File: src/rtl/regfile_write_arbiter.sv
// Round-robin arbiter sharing the single regfile write port between ALU (port 0) and load (port 1) writeback.
// Optional REGFILE_WB_FWD_EN adds write-to-read forwarding of the in-flight registered write.
module regfile_write_arbiter #(
  parameter int DATA_WIDTH = 64,
  parameter int ADDR_WIDTH = 5,
  parameter int ZERO_REG   = 31
) (
  input  logic                  clk,
  input  logic                  reset_n,
  input  logic                  stall,
  input  logic                  req0,
  input  logic [ADDR_WIDTH-1:0] reg0,
  input  logic [DATA_WIDTH-1:0] data0,
  output logic                  ack0,
  input  logic                  req1,
  input  logic [ADDR_WIDTH-1:0] reg1,
  input  logic [DATA_WIDTH-1:0] data1,
  output logic                  ack1,
  output logic                  RegWrite,
  output logic [ADDR_WIDTH-1:0] WriteRegister,
  output logic [DATA_WIDTH-1:0] WriteData,
  output logic                  grant_id
`ifdef REGFILE_WB_FWD_EN
  ,
  input  logic [ADDR_WIDTH-1:0] ReadRegister1,
  input  logic [ADDR_WIDTH-1:0] ReadRegister2,
  input  logic [DATA_WIDTH-1:0] rf_ReadData1,
  input  logic [DATA_WIDTH-1:0] rf_ReadData2,
  output logic [DATA_WIDTH-1:0] ReadData1,
  output logic [DATA_WIDTH-1:0] ReadData2
`endif
);

  localparam logic [ADDR_WIDTH-1:0] ZERO_IDX = ADDR_WIDTH'(ZERO_REG);

  logic                  prio_reg;
  logic                  sel;
  logic                  grant;
  logic [ADDR_WIDTH-1:0] sel_idx;
  logic [DATA_WIDTH-1:0] sel_data;
  logic                  sel_live;

  // With both requesting the pointer decides; otherwise whichever port is asking wins.
  always_comb begin
    sel      = (req0 && req1) ? prio_reg : req1;
    grant    = reset_n && !stall && (req0 || req1);
    sel_idx  = sel ? reg1 : reg0;
    sel_data = sel ? data1 : data0;
    sel_live = (sel_idx != ZERO_IDX);
  end

  assign ack0 = grant && !sel;
  assign ack1 = grant && sel;

  always_ff @(posedge clk or negedge reset_n) begin
    if (!reset_n) begin
      prio_reg      <= 1'b0;
      RegWrite      <= 1'b0;
      WriteRegister <= '0;
      WriteData     <= '0;
      grant_id      <= 1'b0;
    end else begin
      RegWrite <= grant && sel_live;
      if (grant) begin
        prio_reg <= ~sel;
        // Zero-register writes are consumed but leave the output fields untouched.
        if (sel_live) begin
          WriteRegister <= sel_idx;
          WriteData     <= sel_data;
          grant_id      <= sel;
        end
      end
    end
  end

`ifdef REGFILE_WB_FWD_EN
  assign ReadData1 = (RegWrite && (WriteRegister == ReadRegister1) && (ReadRegister1 != ZERO_IDX))
                     ? WriteData : rf_ReadData1;
  assign ReadData2 = (RegWrite && (WriteRegister == ReadRegister2) && (ReadRegister2 != ZERO_IDX))
                     ? WriteData : rf_ReadData2;
`endif

endmodule

File: config.mk
export PLATFORM = sky130hd
export DESIGN_NAME = regfile_write_arbiter
export DESIGN_NICKNAME = d
export VERILOG_FILES = /design/src/rtl/regfile_write_arbiter.sv
export SDC_FILE = /design/constraint.sdc
export NUM_CORES = 1
export LEC_CHECK = 0
export CORE_UTILIZATION = 34
export DETAILED_ROUTE_END_ITERATION = 12
export HOLD_SLACK_MARGIN = 0.08
export PLACE_DENSITY = 0.77
export SLEW_MARGIN = 25
export SYNTH_ARGS = -nofsm -noshare
export SYNTH_HDL_FRONTEND = slang
export SYNTH_SLANG_ARGS = --single-unit
File: constraint.sdc
create_clock -name clk -period 2 [get_ports clk]
set_input_delay 0.3 -clock clk [delete_from_list [all_inputs] [get_ports clk]]
set_output_delay 0.3 -clock clk [all_outputs]
set_load 0.02 [all_outputs]
Word level (Yosys, flattened, before mapping)
Cells that the tools add are included.

storage, ports and cells
  bits in registers = 72
  input bits = 143
  output and inout port bits = 73
  logic and storage cells = 20

cells by class
  eq/ne operators = 1
  mux-type cells = 3
  bitwise gates (word level) = 1
  reductions and logical operators = 10

operators with widths
  kind                                   number
  64-bit two-way mux                     1
  1-bit logical AND                      6
  5-bit two-way mux                      1
  5-bit != test (second input constant)  1
  1-bit zero test                        2
  2-bit AND reduction                    1
  1-bit logical OR                       1
  1-bit two-way mux                      1
  1-bit inverter                         1

Longest topological paths before layout
  word-level depth = 5
  gate-level depth with buffers = 8

Worst setup path after synthesis
Ideal clock, no wire load.

  path kind = register to register
  start = reg prio_reg
  end = reg WriteData[47]
  data arrival time = 1,774 ps
  slack = 101 ps
  cell stages (with the launch flop) = 7
  path buffers = 2
  period minus slack after synthesis = 1,899 ps
  path through = dfrtp_1 > nand2b_2 > nand2_1 > buf_2 > buf_2 > mux2_2 > mux2_2

on the way
  longest elaborated chain between the ends = 4

RTL lines
  item                           line  source
  start: declaration             36    logic prio_reg;
  start signal: assignment       65    prio_reg <= ~sel;
  1-bit two-way mux (*)          45    sel = (req0 && req1) ? prio_reg : req1;
  5-bit two-way mux              47    sel_idx = sel ? reg1 : reg0;
  5-bit != test                  49    sel_live = (sel_idx != ZERO_IDX);
  2-bit AND reduction (no line)  n/a
  end signal: assignment         69    WriteData <= sel_data;
  end: declaration               21    output logic [DATA_WIDTH-1:0] WriteData,

Mark *: on every way between the ends. The rest lies on a longest branch, timed or not.
A chain may end at the register's enable or synchronous reset.

Worst setup path after layout
  start = in reg1[2]
  end = reg WriteData[58]

on the way
  longest elaborated chain between the ends = 3

RTL lines
  item                           line  source
  start: declaration             16    input logic [ADDR_WIDTH-1:0] reg1,
  5-bit two-way mux              47
  5-bit != test                  49
  2-bit AND reduction (no line)  n/a

No other way between the ends.

==> qor.csv <==
stage,metric,value,unit
yosys,synth_top_family_by_area,multiplexers,
sta,holdWs,0.1698,ns
yosys,synth-edff-count,0,
clock_tree,clockBufferDepth,2,
setup_path,endpoint_kind,register,
setup_path,critPathArrivalTime,2.19,ns
setup_path,crit_type,primary input to register,
sta,max_slew.worst_pin.slew,0.9123,ns
sta,period_minus_slack,1.975,ns
yosys,syn_avg_cell_area,13.93,µm²
layout,layout-drive-gt1-share,0.2579,
layout,largest_register_ffs,64,
setup_path,startpoint_type,primary input,
detailed_routing,via_per_inst,4.745,
clock_tree,cts_tree,built,
yosys,synth_xor_area_frac,0,
sta,fmax,506.4,MHz
pwr,vdd_drop_max,0.0004365,V
pwr,finalPower,5328,µW
detailed_routing,num_vias,3037,
flow_run,maxCapViolCount,0,
pwr,powerDensity,834.9,mW/mm²
clock_tree,cts_buffers,9,
setup_path,critPathMaxFanout,33,
yosys,syn-cell-area,0.003665,mm²
layout,fin_nets,642,
yosys,synth_fa_ha_area_frac,0,
yosys,yosys_warnings,0,
sta,slew_headroom,0.3918,
detailed_routing,antenna_left,0,
global_routing,antenna_found_initial,0,
layout,multiInputGateArea,0.001757,mm²
setup_path,path_delay_family,buffers and inverters,
placed_design,hpwl,7.416,mm
setup_path,slowest_delay,0.45,ns
pwr,p_leak,0.002589,µW
global_routing,grt_pass1_wl,15.64,mm
layout,antenna_cells,0,
yosys,synth_cell_types,28,
detailed_routing,wl,9.964,mm
sta,setup_viol,0,
clock_tree,clock-sinks,72,
clock_tree,htree_levels,3,
outcome,status,finished clean,
setup_path,crit_chain,clkdlybuf4s50_1 > and3_1 > and3_1 > a211oi_4 > buf_12 > buf_12 > mux2_2,
yosys,synth_top_flop_cell,dfrtp_1,
detailed_routing,drcViolationCount,0,
yosys,synth_seq_cells,72,
setup_path,critPathSlowestCell,clkdlybuf4s50_1,
layout,top_regs,"WriteData x64, WriteRegister x5",
sta,finalMaxSlewViolations,0,
yosys,synth_compound_area_frac,0.04131,
floorplanning,initial_core_util,0.3534,
yosys,synthCells,263,
yosys,synth_simple_gate_area_frac,0.03585,
floorplanning,die_w,105.8,µm
floorplanning,die-area,0.01120,mm²
placed_design,gp_congestion,0.8675,
layout,seqCellArea,0.001802,mm²
detailed_routing,drt_iter0_drc,80,
layout,area_growth,74.15,%
layout,fillers,859,
yosys,syn_nets,406,
sta,fin_skew,0.009083,ns
floorplanning,pin_count,216,
sta,finalHoldViolCount,0,
placed_design,port_buffers,215,
global_routing,grt_max_degree,73,
detailed_routing,dr.pass1.iters,4,
global_routing,grt_pass1_vias,3338,
global_routing,track_usage,0.1782,
yosys,synth_seq_area_share,0.4916,
floorplanning,die_h,105.8,µm
global_routing,overflow,0,
detailed_routing,wire_per_inst,15.57,µm
clock_tree,root_buffer,clkbuf_8,
clock_tree,clk_pin_slew,0.08,ns
floorplanning,rows,37,
floorplanning,core_area,0.01037,mm²
yosys,muxShareOfSynthArea,0.4015,
worst_hold_path,hold_class,primary input to async pin,
sta,setup-tns-final,0,ns
setup_path,path_buf_inv,3,
layout,regMostFlops,WriteData,
clock_tree,clkLatencyLatePin,0.34,ns
setup_path,cp.required,2.21,ns
sta,finalCritPeriodShare,0.9874,
yosys,async_flop_share,1.000,
[cell usage after synthesis (all sizes together), types with 2 or more instances]
cell type | count | area share
a211oi | 3 | 0.011
a221oi | 3 | 0.0072
a2bb2oi | 3 | 0.0072
and2 | 3 | 0.0051
and3 | 3 | 0.0051
buf | 11 | 0.024
clkbuf | 5 | 0.0051
dfrtp | 72 | 0.49
mux2 | 128 | 0.39
mux2i | 3 | 0.0082
nand2 | 2 | 0.0020
nand2b | 2 | 0.0041
nand3 | 5 | 0.0068
nor2 | 9 | 0.0092
o21ai | 2 | 0.0027
o31ai | 2 | 0.0041
[logic make-up (layout without fill, tap and decap cells)]
group,Yosys count,after routing
simple gates,26,26
buf+inv,17,258
flops,72,72
mux,131,131
compound gates,17,17
[metrics by stage]
step | setup WS (ns) | std cells | cell area [µm²] | utilization
global placement | -0.2908 | 622 | 6112 | 0.5894
detailed placement | -0.3098 | 622 | 6112 | 0.5894
floorplan | 0.1011 | 263 | 3665 | -
global route | -0.02989 | 640 | 6382 | 0.6155
finish | 0.02525 | 640 | 6382 | 0.6155
CTS | 0.008218 | 638 | 6340 | 0.6114
[timing repair]
item / CTS / global route
cloned: 0 / 1
pin swaps: 0 / 0
endpoints found under the hold margin: 0 / 0
endpoints found under the setup margin: 2 / 22
resized for setup: 2 / 3
hold buffers: 0 / 0
buffers inserted: 0 / 1
[power breakdown]
part           total (µW)  switching [µW]  internal, µW  leakage [µW]
logic                2070             886          1190       0.00162
clock network        1310             545           769      0.000119
registers            1940             161          1780      0.000845
[metal layers]
layer  global-route usage  share of wire
met1               0.1868           0.38
met2               0.3338           0.51
met3              0.05813          0.084
met4              0.05556          0.018
met5                    0              0
[area by class of cell]
class,count,share of cell area
Multi-Input combinational cell,174,0.2752
Clock inverter,5,0.01235
Sequential cell,72,0.2823
Clock buffer,11,0.02372
Inverter,1,0.0005881
Tap cell,136,0.02666
Timing Repair Buffer,241,0.3791
[placed cells by master (no fill, tap or decap), types with 2 or more instances in the layout]
| cell | n |
|---|---|
| clkbuf_8 | 11 |
| a2bb2oi_1 | 3 |
| and3_1 | 3 |
| buf_12 | 5 |
| a221oi_1 | 3 |
| clkinv_2 | 2 |
| o21ai_0 | 2 |
| dfrtp_1 | 72 |
| nor2_1 | 9 |
| nand3_1 | 5 |
| bufinv_16 | 2 |
| mux2_2 | 82 |
| mux2_1 | 46 |
| o31ai_1 | 2 |
| and2_1 | 3 |
| buf_4 | 21 |
| mux2i_1 | 3 |
| clkdlybuf4s50_1 | 212 |
[worst paths after layout]
check                                                from                      endpoint  slack, ns  depth (start not counted)
max in group asynchronous                         reset_n  WriteRegister[3]$_DFFE_PN0P_       1.20                          2
worst min register to register  WriteData[33]$_DFFE_PN0P_     WriteData[33]$_DFFE_PN0P_       0.49                          1
min in group clk                WriteData[33]$_DFFE_PN0P_     WriteData[33]$_DFFE_PN0P_       0.49                          1
worst max register to register       prio_reg$_DFFE_PN0P_     WriteData[58]$_DFFE_PN0P_       0.14                          7
worst min-delay path                              reset_n     WriteData[51]$_DFFE_PN0P_       0.17                          2
worst max-delay path                              reg1[2]     WriteData[58]$_DFFE_PN0P_       0.03                          7
No activity file was read; power rests on OpenSTA's default activity.
